File: src/rtl/modport_fifo_pkg.sv
// rtl/modport_fifo_pkg.sv - default FIFO geometry, flag thresholds and pointer/count width helpers
package modport_fifo_pkg;

    localparam int DEF_DATA_WIDTH = 32;
    localparam int DEF_DEPTH      = 16;
    localparam int DEF_AF_LEVEL   = 14;
    localparam int DEF_AE_LEVEL   = 2;

    // Pointer width for a power-of-two depth; the occupancy count needs one extra bit
    // so that a full FIFO (count == DEPTH) is distinguishable from an empty one.
    function automatic int ptr_width(input int depth);
        return $clog2(depth);
    endfunction

    function automatic int cnt_width(input int depth);
        return $clog2(depth) + 1;
    endfunction

    typedef logic [ptr_width(DEF_DEPTH)-1:0] ptr_t;
    typedef logic [cnt_width(DEF_DEPTH)-1:0] cnt_t;

endpackage

File: src/rtl/modport_fifo_mem.sv
// rtl/modport_fifo_mem.sv - DEPTH x DATA_WIDTH storage, synchronous write port, registered read port
//   clk      : clock, rising edge
//   reset    : synchronous active-high, clears the read register only
//   wr_en    : write strobe; wr_data stored at wr_addr
//   wr_addr  : write address
//   wr_data  : write data
//   rd_en    : read strobe; rd_data loads mem[rd_addr], otherwise holds
//   rd_addr  : read address
//   rd_data  : registered read data
module modport_fifo_mem #(
    parameter int DATA_WIDTH = 32,
    parameter int DEPTH      = 16,
    parameter int AW         = 4
) (
    input  logic                  clk,
    input  logic                  reset,
    input  logic                  wr_en,
    input  logic [AW-1:0]         wr_addr,
    input  logic [DATA_WIDTH-1:0] wr_data,
    input  logic                  rd_en,
    input  logic [AW-1:0]         rd_addr,
    output logic [DATA_WIDTH-1:0] rd_data
);

    logic [DATA_WIDTH-1:0] r_mem [DEPTH];
    logic [DATA_WIDTH-1:0] r_rd_data;

    // Storage has no reset so it can map onto block RAM.
    always_ff @(posedge clk) begin
        if (wr_en) begin
            r_mem[wr_addr] <= wr_data;
        end
    end

    // Read register holds its value between accepted reads.
    always_ff @(posedge clk) begin
        if (reset) begin
            r_rd_data <= '0;
        end else if (rd_en) begin
            r_rd_data <= r_mem[rd_addr];
        end
    end

    assign rd_data = r_rd_data;

endmodule

File: src/rtl/modport_fifo.sv
// rtl/modport_fifo.sv - single-clock FIFO with full/empty/almost-full/almost-empty flags
//   clk               : clock, rising edge
//   reset             : synchronous active-high reset
//   wr_en             : write request, accepted when not full
//   rd_en             : read request, accepted when not empty
//   data_in           : write data
//   data_out          : registered read data, valid one cycle after an accepted read
//   fifo_full         : occupancy == DEPTH
//   fifo_empty        : occupancy == 0
//   fifo_almost_full  : occupancy >= AF_LEVEL
//   fifo_almost_empty : occupancy <= AE_LEVEL
module modport_fifo
    import modport_fifo_pkg::*;
#(
    parameter int DATA_WIDTH = DEF_DATA_WIDTH,
    parameter int DEPTH      = DEF_DEPTH,
    parameter int AF_LEVEL   = DEF_AF_LEVEL,
    parameter int AE_LEVEL   = DEF_AE_LEVEL
) (
    input  logic                  clk,
    input  logic                  reset,
    input  logic                  wr_en,
    input  logic                  rd_en,
    input  logic [DATA_WIDTH-1:0] data_in,
    output logic [DATA_WIDTH-1:0] data_out,
    output logic                  fifo_full,
    output logic                  fifo_empty,
    output logic                  fifo_almost_full,
    output logic                  fifo_almost_empty
);

    localparam int PW = ptr_width(DEPTH);
    localparam int CW = cnt_width(DEPTH);

    localparam logic [CW-1:0] C_DEPTH = CW'(DEPTH);
    localparam logic [CW-1:0] C_AF    = CW'(AF_LEVEL);
    localparam logic [CW-1:0] C_AE    = CW'(AE_LEVEL);

    logic [PW-1:0] r_wptr;
    logic [PW-1:0] r_rptr;
    logic [CW-1:0] r_count;

    logic w_wr_acc;
    logic w_rd_acc;

    // Flags come straight from the registered count, so they never depend
    // combinationally on wr_en/rd_en.
    assign fifo_full         = (r_count == C_DEPTH);
    assign fifo_empty        = (r_count == '0);
    assign fifo_almost_full  = (r_count >= C_AF);
    assign fifo_almost_empty = (r_count <= C_AE);

    // Each request is qualified on its own; a simultaneous write into an empty
    // FIFO is not forwarded to the read side in the same cycle.
    assign w_wr_acc = wr_en & ~fifo_full;
    assign w_rd_acc = rd_en & ~fifo_empty;

    always_ff @(posedge clk) begin
        if (reset) begin
            r_wptr  <= '0;
            r_rptr  <= '0;
            r_count <= '0;
        end else begin
            if (w_wr_acc) begin
                r_wptr <= r_wptr + PW'(1);
            end
            if (w_rd_acc) begin
                r_rptr <= r_rptr + PW'(1);
            end
            case ({w_wr_acc, w_rd_acc})
                2'b10:   r_count <= r_count + CW'(1);
                2'b01:   r_count <= r_count - CW'(1);
                default: r_count <= r_count;
            endcase
        end
    end

    // Reset gates the read strobe inside the memory; a stray write during reset
    // only touches storage, which is don't-care after reset anyway.
    modport_fifo_mem #(
        .DATA_WIDTH (DATA_WIDTH),
        .DEPTH      (DEPTH),
        .AW         (PW)
    ) u_mem (
        .clk     (clk),
        .reset   (reset),
        .wr_en   (w_wr_acc),
        .wr_addr (r_wptr),
        .wr_data (data_in),
        .rd_en   (w_rd_acc),
        .rd_addr (r_rptr),
        .rd_data (data_out)
    );

endmodule

File: config.mk
export PLATFORM = sky130hd
export DESIGN_NAME = modport_fifo
export DESIGN_NICKNAME = d
export VERILOG_FILES = /design/src/rtl/modport_fifo_pkg.sv /design/src/rtl/modport_fifo_mem.sv /design/src/rtl/modport_fifo.sv
export SDC_FILE = /design/constraint.sdc
export NUM_CORES = 1
export LEC_CHECK = 0
export CAP_MARGIN = 10
export CORE_MARGIN = 8
export CORE_UTILIZATION = 42
export DETAILED_ROUTE_END_ITERATION = 7
export PLACE_DENSITY = 0.59
export SETUP_SLACK_MARGIN = 0.2
export SYNTH_ARGS = -nofsm -noshare
export SYNTH_HDL_FRONTEND = slang
export SYNTH_SLANG_ARGS = --single-unit
File: constraint.sdc
create_clock -name clk -period 4.05 [get_ports clk]
set_input_delay 0.81 -clock clk [delete_from_list [all_inputs] [get_ports clk]]
set_output_delay 0.81 -clock clk [all_outputs]
set_load 0.02 [all_outputs]
---- Word-level counts from Yosys, hierarchy flattened ----
Memories as Yosys holds them, arrays and structs flattened. A register that Yosys moved wholly into a read port is not among the register bits.
Cells that the tools add are included.
W data, S select, Z words.
cells by class
  $add $sub $neg .......................... 4
  magnitude comparators ................... 2
  equal/unequal tests ..................... 3
  muxes and demuxes ....................... 3
  bitwise logic cells ..................... 4
  reductions and logical operators ........ 2
operators with widths
  operator               count
  $pmux W5 S2            1
  $add A4 B1 Y4 const B  2
  $add A5 B1 Y5 const B  1
  $eq A5 B5 Y1 const B   1
  $ge A5 B4 Y1 const B   1
  $le A5 B2 Y1 const B   1
  $logic_not A5 Y1       1
  $sub A5 B1 Y5 const B  1
  $and A1 B1 Y1          2
  $eq A2 B1 Y1 const B   1
  $eq A2 B2 Y1 const B   1
  $mux W1                2
  $not A1 Y1             2
  $reduce_bool A2 Y1     1
storage, ports and cells
  register bits ........................... 13
  bits in writable memories ............... 512
  input bits .............................. 36
  output and inout bits ................... 36
  logic and storage cells ................. 22
  memories kept ........................... 1
memories
  name         depth  bits a word  rd ports  clocked after memory_dff  write ports  line                    source
  u_mem.r_mem  16     32           1         1                         1            modport_fifo_mem.sv:25  logic [DATA_WIDTH-1:0] r_mem [DEPTH];

---- Depth between registers and ports, before layout ----
Gate-level depths: netlist of run 1.
  depth after elaboration ................. 5
  gate-level depth with buffers ........... 11

---- Cells and area by module ----
Synthesis of run 1 repeated with hierarchy kept, for this count alone.
second synthesis, totals
  cell total of the unflattened synthesis .. 1297
  area total of the unflattened synthesis .. 21699.6 µm²
by module, submodules not included
  module            instances  cells each  area each (µm²)
  modport_fifo_mem  1          1216        20948.8
  modport_fifo      1          81          750.7

---- Least setup slack after synthesis of run 1 ----
Ideal clock, no wire load.
  path type ............................... input port to flip-flop
  start point ............................. in wr_en
  end point ............................... mem u_mem.r_mem[3][0] (enable)
  setup time .............................. 0.461 ns
  arrival ................................. 3.696 ns
  path slack .............................. -0.107 ns
  cell stages on the path ................. 3
  path buffers ............................ 0
  cells stage by stage .................... a21boi_1 -> nand2_1 -> nor3_1
between the ends
  longest elaborated chain between the ends .. 3
ends and longest elaborated chain
  item                           line                    source
  start, declared                modport_fifo.sv:22      input logic wr_en,
  $and A1 B1 Y1                  modport_fifo.sv:55      assign w_wr_acc = wr_en & ~fifo_full;
  $mux W1                        modport_fifo_mem.sv:30  if (wr_en) begin
  $mux W1 (implied by the code)  modport_fifo_mem.sv:31  r_mem[wr_addr] <= wr_data;
  end, declared                  modport_fifo_mem.sv:25
Every way passes these cells.

---- Final worst setup path of run 1 ----
  start point ............................. reg r_count[0]
  end point ............................... reg r_count[4]
between the ends
  longest elaborated chain between the ends .. 5
  elaborated cells between the ends (all ways) .. 12
ends and longest elaborated chain
  item                                               line                    source
  start, declared                                    modport_fifo.sv:41      logic [CW-1:0] r_count;
  start signal, assigned                             modport_fifo.sv:71      2'b10: r_count <= r_count + CW'(1);
  start signal, assigned                             modport_fifo.sv:72      2'b01: r_count <= r_count - CW'(1);
  start signal, assigned                             modport_fifo.sv:73      default: r_count <= r_count;
  $logic_not A5 Y1 (*)                               modport_fifo.sv:49      assign fifo_empty = (r_count == '0);
  $not A1 Y1 (*)                                     modport_fifo.sv:56      assign w_rd_acc = rd_en & ~fifo_empty;
  $and A1 B1 Y1 (*)                                  modport_fifo.sv:56
  named net u_mem.rd_en                              modport_fifo_mem.sv:20  input logic rd_en,
  $eq A2 B1 Y1 or $eq A2 B2 Y1 (tied branches)       modport_fifo.sv:70      case ({w_wr_acc, w_rd_acc})
  $pmux W5 S2 or $reduce_bool A2 Y1 (tied branches)  n/a
Mark *: on every way through the listed nets, which the timed path passes. The rest lies on a longest branch.
A chain may end at the register's enable or synchronous reset.

==> results.toml, run 1 <==
[outcome]
status = "completed"

[pwr]
clkPwrFrac_pct = 35.2
irDropWorstVdd_mv = 0.534
p_comb_share_pct = 17.6
internal_power_w = 0.0109
p_per_area_mw_per_mm2 = 578
swShare_pct = 25.1
seqPwrFrac_pct = 47.2
p_leak_nw = 7.82
power_switching_w = 0.00364

[die]
dieArea_mm2 = 0.0585
io_pins = 72
row_count = 82
initial_core_util_pct = 42.6
core-area_mm2 = 0.0503
dieHeight_um = 242
die_w_um = 242

[sta]
setup_viol = 0
timing.fmax_mhz = 314
fin_ws_ps = 865
finalCriticalPeriod_ps = 3190
maxSlewViolCount = 0
final.setup.tns_ps = 0
hold_violations = 0
relSlewSlack_pct = 32.2
fin_skew_ps = 10.1
rsz0062_at_grt = "no"
worst_pin_slew_ps = 1020
fin_crit_sh_pct = 78.6

[logic_synthesis]
yosysMostFrequentCell = "edfxtp_1"
synth_fp_nets = 1037
synth_seq_area_share_pct = 75.9
synth-async-reset-ratio_pct = 0
synth_top_area_share_pct = 71.7
ys.flop_type = "edfxtp_1"
synthCells = 991
synth-edff-count = 512
ys_ff_latch = 557
ys_types = 39
synth_area_mm2 = 0.0214
synth_top_area_cell = "edfxtp_1"
postSynthAreaPerCell_um2 = 21.6
synth_warnings = 0
ys_top_cells_by_area = "edfxtp_1 72%, mux4_2 13%, dfxtp_1 4.2%, mux2_2 3.4%, a22oi_2 1.8%"
ys_top_cells_by_count = "512 x edfxtp_1, 128 x mux4_2, 72 x nand2_1"

[clock_tree]
htree_levels = 2
clockBufferDepth = 3
cts_setup_buffers = 0
hold_buffers = 0
clock_latency_ps = 600
cts_tree = "yes"
cts_resized = 0
cts_buffers = 57
root_buffer = "clkbuf_16"
clock-sinks = 557
path_clk_slew_ps = 60

[finish]
design_area_mm2 = 0.0251
drive_gt1_share_pct = 31.6
syn2layout_area_growth_pct = 17.0
nNetsFinal = 1155

[worst_hold_path]
hp-class = "reg -> reg"
holdPathStages = 2
hold_start = "u_mem.rd_data[11]"

[routing]
vias_per_cell = 5.34
drc = 0
drt-initial-drc-count = 663
dr_total_vias = 9783
drtPass1Iterations = 5
wl_per_cell_um = 24.2
ant_nets = 0
wirelength_um = 44400

[worst_setup_path]
r2r-start = "r_count[0]"
start_kind = "register"
worst_path_max_delay_cell = "or4_4"
cp.depth = 10
critPathArrivalTime_ps = 3670
path_class = "reg -> reg"
path_cells = "or4_4 > o21ai_4 > inv_4 > ha_1 > ha_1 > nor2b_1 > o21ai_0 > a21oi_1 > or3b_2 > mux2_2"
worst-path-buf-inv = 1
critPathLaunch = "r_count[0]"
cpPeakStageDelay_ps = 580
reg2reg_depth = 10
crit_path_end_kind = "register"
cp.required_ps = 4540
cpLargestDelayFamily = "simple AND/OR/NAND/NOR gates"
cp_max_fo = 6
path_common_cell = "ha_1"

[global_route]
grt_first_pass_wirelength_um = 67200
grt_pass1_vias = 10529
antenna_found_initial = 1
grt_max_degree = 53
grt_overflow_total = 0
track_usage_pct = 15.1

[job]
cap_violations = 0

[place]
place.gp.congestion = 0.694
dpl.hpwl_um = 24900
pre_cts_slack_ps = 567
placed_area_mm2 = 0.0232
io_buffer_count = 71
-- stage by stage --
| step | cells | utilization, % | total power (W) | hold WS (ps) |
|---|---|---|---|---|
| after floorplan | 991 | - | 0.00864 | 514 |
| after CTS | 1830 | 49.9 | 0.0147 | 501 |
| final | 1831 | 49.9 | 0.0145 | 493 |
| after detailed placement | 1722 | 46.2 | 0.00957 | 482 |
| after global placement | 1722 | 46.2 | 0.00955 | 477 |
| after global routing | 1830 | 49.9 | 0.0151 | 524 |
-- placed cells by master, fill, tap and decap left out, types with 6 or more instances in the layout --
| master | instances |
|---|---|
| edfxtp_1 | 512 |
| mux4_2 | 128 |
| nand2_1 | 72 |
| clkdlybuf4s50_1 | 71 |
| mux2_2 | 65 |
| clkbuf_16 | 59 |
| dfxtp_1 | 42 |
| a22oi_2 | 30 |
| buf_4 | 30 |
| clkbuf_1 | 17 |
| nor2_1 | 15 |
| clkinv_1 | 14 |
| nor2_4 | 12 |
| ha_1 | 9 |
| buf_12 | 9 |
| clkinv_2 | 8 |
| inv_1 | 7 |
| a21oi_1 | 6 |
-- power by group through the flow --
stage	sequential [W]	combinational (W)	clock, W
final	0.00683	0.00255	0.00510
after global routing	0.00688	0.00277	0.00544
after CTS	0.00685	0.00262	0.00523
after detailed placement	0.00697	0.00261	0
after global placement	0.00696	0.00259	0
after floorplan	0.00696	0.00168	0
-- registers in the layout (all words and copies together), names as in the netlist --
signal	count
r_count	5
r_rptr	4
r_wptr	4
u_mem.r_mem	512
u_mem.rd_data	32
-- area by class of cell --
type	count	area (µm²)
Sequential cell	557	16300
Tap cell	672	841
Timing Repair Buffer	110	1120
Fill cell	4073	25200
Antenna cell	1	2.50
Clock inverter	31	275
Multi-Input combinational cell	375	4960
Inverter	8	32.5
Clock buffer	77	1550
-- worst min-delay path: cells and delay by family (launching register included) --
family,cells,cell delay (ps)
flops,1,350
simple gates,1,60
compound gates,1,60
-- path summary, 6_finish.rpt --
kind / slack, ps / end
max reg2reg: 860 / r_count[4]
max: 860 / r_count[4]
min: 490 / u_mem.rd_data[11]
min reg2reg: 490 / u_mem.rd_data[11]
-- routing by layer --
metal  vias to the layer above  track usage [%]  wire length [µm]
met2                       178             24.5             21700
li1                       4310                -                 -
met1                      5240             21.0             20100
met4                         0             4.08               757
met5                         -                0                 0
met3                        55             2.55              1820
-- kinds of logic (layout without fill, tap and decap cells) --
kind of cell             count (synthesis)  in the layout  share of synthesized area (%)
AO/OA/AOI/OAI                           44             44                           2.21
XOR/XNOR                                 8              8                          0.327
adder cells (fa/ha/maj)                 10             10                          0.619
buffers and inverters                   59            226                           1.58
flip-flops                             557            557                           75.9
multiplexers                           194            194                           16.9
other                                    0              1                              0
AND/OR/NAND/NOR                        119            119                           2.41
Power figures use the tool's default switching activity.
==> run 2, diff against run 1 <==
==> constraint.sdc (replaced) <==
create_clock -name clk -period 2.5 [get_ports clk]
set_input_delay 0.5 -clock clk [delete_from_list [all_inputs] [get_ports clk]]
set_output_delay 0.5 -clock clk [all_outputs]
set_load 0.02 [all_outputs]
==> run 2 against run 1 <==
The run now ends with setup timing left. Count of clock-buffer cells in the layout is 6 lower. Combinational power rose by 91%. Hold slack gained 0.78 ps. Non-clock buffer count is 34 higher. Core utilization is 1.3 points higher. Final cell count increased by 1.5%.
==> results.toml, run 2 (same netlist as run 1, synthesis figures left out) <==
[clock_tree]
path_clk_slew_ps = 60
htree_levels = 2
cts_buffers = 55
clockBufferDepth = 3
clock_latency_ps = 590
clock-sinks = 557
hold_buffers = 0
root_buffer = "clkbuf_16"
cts_tree = "yes"

[place]
dp.cells = 1744
dpl.hpwl_um = 24800
io_buffer_count = 71
place.gp.congestion = 0.734
pre_cts_slack_ps = -381

[worst_setup_path]
path_common_cell = "ha_4"
r2r-start = "r_count[1]"
regToRegEndpoint = "r_count[4]"
start_kind = "register"
path_class = "reg -> reg"
crit_path_end_kind = "register"
critPathArrivalTime_ps = 3100
path_cells = "or4_4 > o21ai_4 > inv_4 > ha_4 > ha_4 > nor2b_4 > o21ai_2 > a21oi_1 > or3b_4 > mux2_4"
worst_path_max_delay_cell = "or4_4"
reg2reg_depth = 10
r2r_slack_ps = -120
cpPeakStageDelay_ps = 550
cp.required_ps = 2980
cp_max_fo = 4

[finish]
largest_reg_flops = 512
syn2layout_area_growth_pct = 20.1
drive_gt1_share_pct = 35.5
fin_cells = 1858
fin_util_pct = 51.2
layout_common_cells = "512 x edfxtp_1, 128 x mux4_2, 72 x nand2_1, 67 x clkdlybuf4s50_1, 64 x mux2_2"
fill_cells = 3976
nNetsFinal = 1188
mostFrequentLayoutCell = "edfxtp_1"
largest-register = "u_mem.r_mem"

[die]
dieHeight_um = 242
dieArea_mm2 = 0.0585
row_count = 82
core-area_mm2 = 0.0503
initial_core_util_pct = 42.6
die_w_um = 242
io_pins = 72

[routing]
wl_per_cell_um = 24.1
drt-initial-drc-count = 757
drc = 0
vias_per_cell = 5.32
drtPass1Iterations = 4
dr_total_vias = 9885
wirelength_um = 44800
ant_nets = 0

[worst_hold_path]
hold_end = "u_mem.rd_data[27]"
holdPathStages = 2
hold_start = "u_mem.rd_data[27]"
hp-class = "reg -> reg"

[sta]
worst_pin_slew_ps = 689
setup_viol = 1
maxSlewViolCount = 0
rsz0062_at_grt = "yes"
timing.fmax_mhz = 381
fin_skew_ps = 14.2
fin_crit_sh_pct = 105
finalCriticalPeriod_ps = 2620
hold_slack_ps = 494
relSlewSlack_pct = 54.0
final.setup.tns_ps = -122
fin_ws_ps = -122
hold_violations = 0

[outcome]
status = "finished, violations left"
violations = "setup timing"

[global_route]
grt_overflow_total = 0
grt_first_pass_wirelength_um = 68900
antenna_found_initial = 1
grt_max_degree = 52
grt_pass1_vias = 10856
track_usage_pct = 15.4

[pwr]
p_leak_nw = 8.09
irDropWorstVdd_mv = 0.852
p_per_area_mw_per_mm2 = 926

[job]
cap_violations = 0
[run 2: worst max path at each step]
stage	slack (ps)	end	start	cells past startpoint
5_1_grt	-190	r_count[4]	r_count[1]	11
3_3_place_gp	-320	r_count[4]	wr_en	11
3_5_place_dp	-380	r_count[4]	wr_en	11
6_report	-120	r_count[4]	r_count[1]	10
2_1_floorplan	-200	r_count[4]	r_count[3]	11
4_1_cts	-120	r_count[4]	r_count[1]	10
[run 2: through the flow]
step	total power, W	cell area [µm²]
2_1_floorplan	0.0141	21600
3_3_place_gp	0.0157	23800
3_5_place_dp	0.0158	23800
4_1_cts	0.0240	25700
5_1_grt	0.0248	25700
6_report	0.0238	25700
[run 2: final cells by class]
| class | count | area (µm²) | share of cell area (%) |
|---|---|---|---|
| repair buffers | 144 | 1750 | 6.81 |
| flip-flops and latches | 557 | 16300 | 63.3 |
| clock inverters | 29 | 290 | 1.13 |
| diodes | 1 | 2.50 | 0.00972 |
| multi-input cells | 376 | 5080 | 19.7 |
| clock buffers | 71 | 1460 | 5.66 |
| well taps | 672 | 841 | 3.27 |
| inverters | 8 | 32.5 | 0.126 |
[run 2: repair_timing]
action                     CTS  global route
buffers inserted            10             2
setup endpoints to repair   38             5
pin swaps                   13             4
gates cloned                 1             0
resized for setup           15             9
[run 2: layer usage]
layer / vias to the layer above / part of all wire [%] / global-route usage, % / routed length [µm]
li1: 4365 / - / - / -
met1: 5284 / 45 / 21.5 / 20300
met2: 183 / 48 / 24.7 / 21500
met3: 53 / 5.0 / 3.27 / 2240
met4: 0 / 1.7 / 3.72 / 774
met5: - / 0 / 0 / 0
[run 2: report_power, final]
part	internal, W	total (W)	leakage [nW]	switching [W]
combinational	0.00250	0.00486	2.24	0.00236
sequential	0.0107	0.0110	5.00	0.000297
clock	0.00463	0.00801	0.855	0.00338
total	0.0178	0.0238	8.09	0.00604
[run 2: critical path: cells and delay by family (launching register included)]
family	cells	cell delay [ps]
compound gates	3	410
simple gates	3	1050
buf+inv	1	50
flops	1	330
mux	1	290
fa+ha+maj	2	390
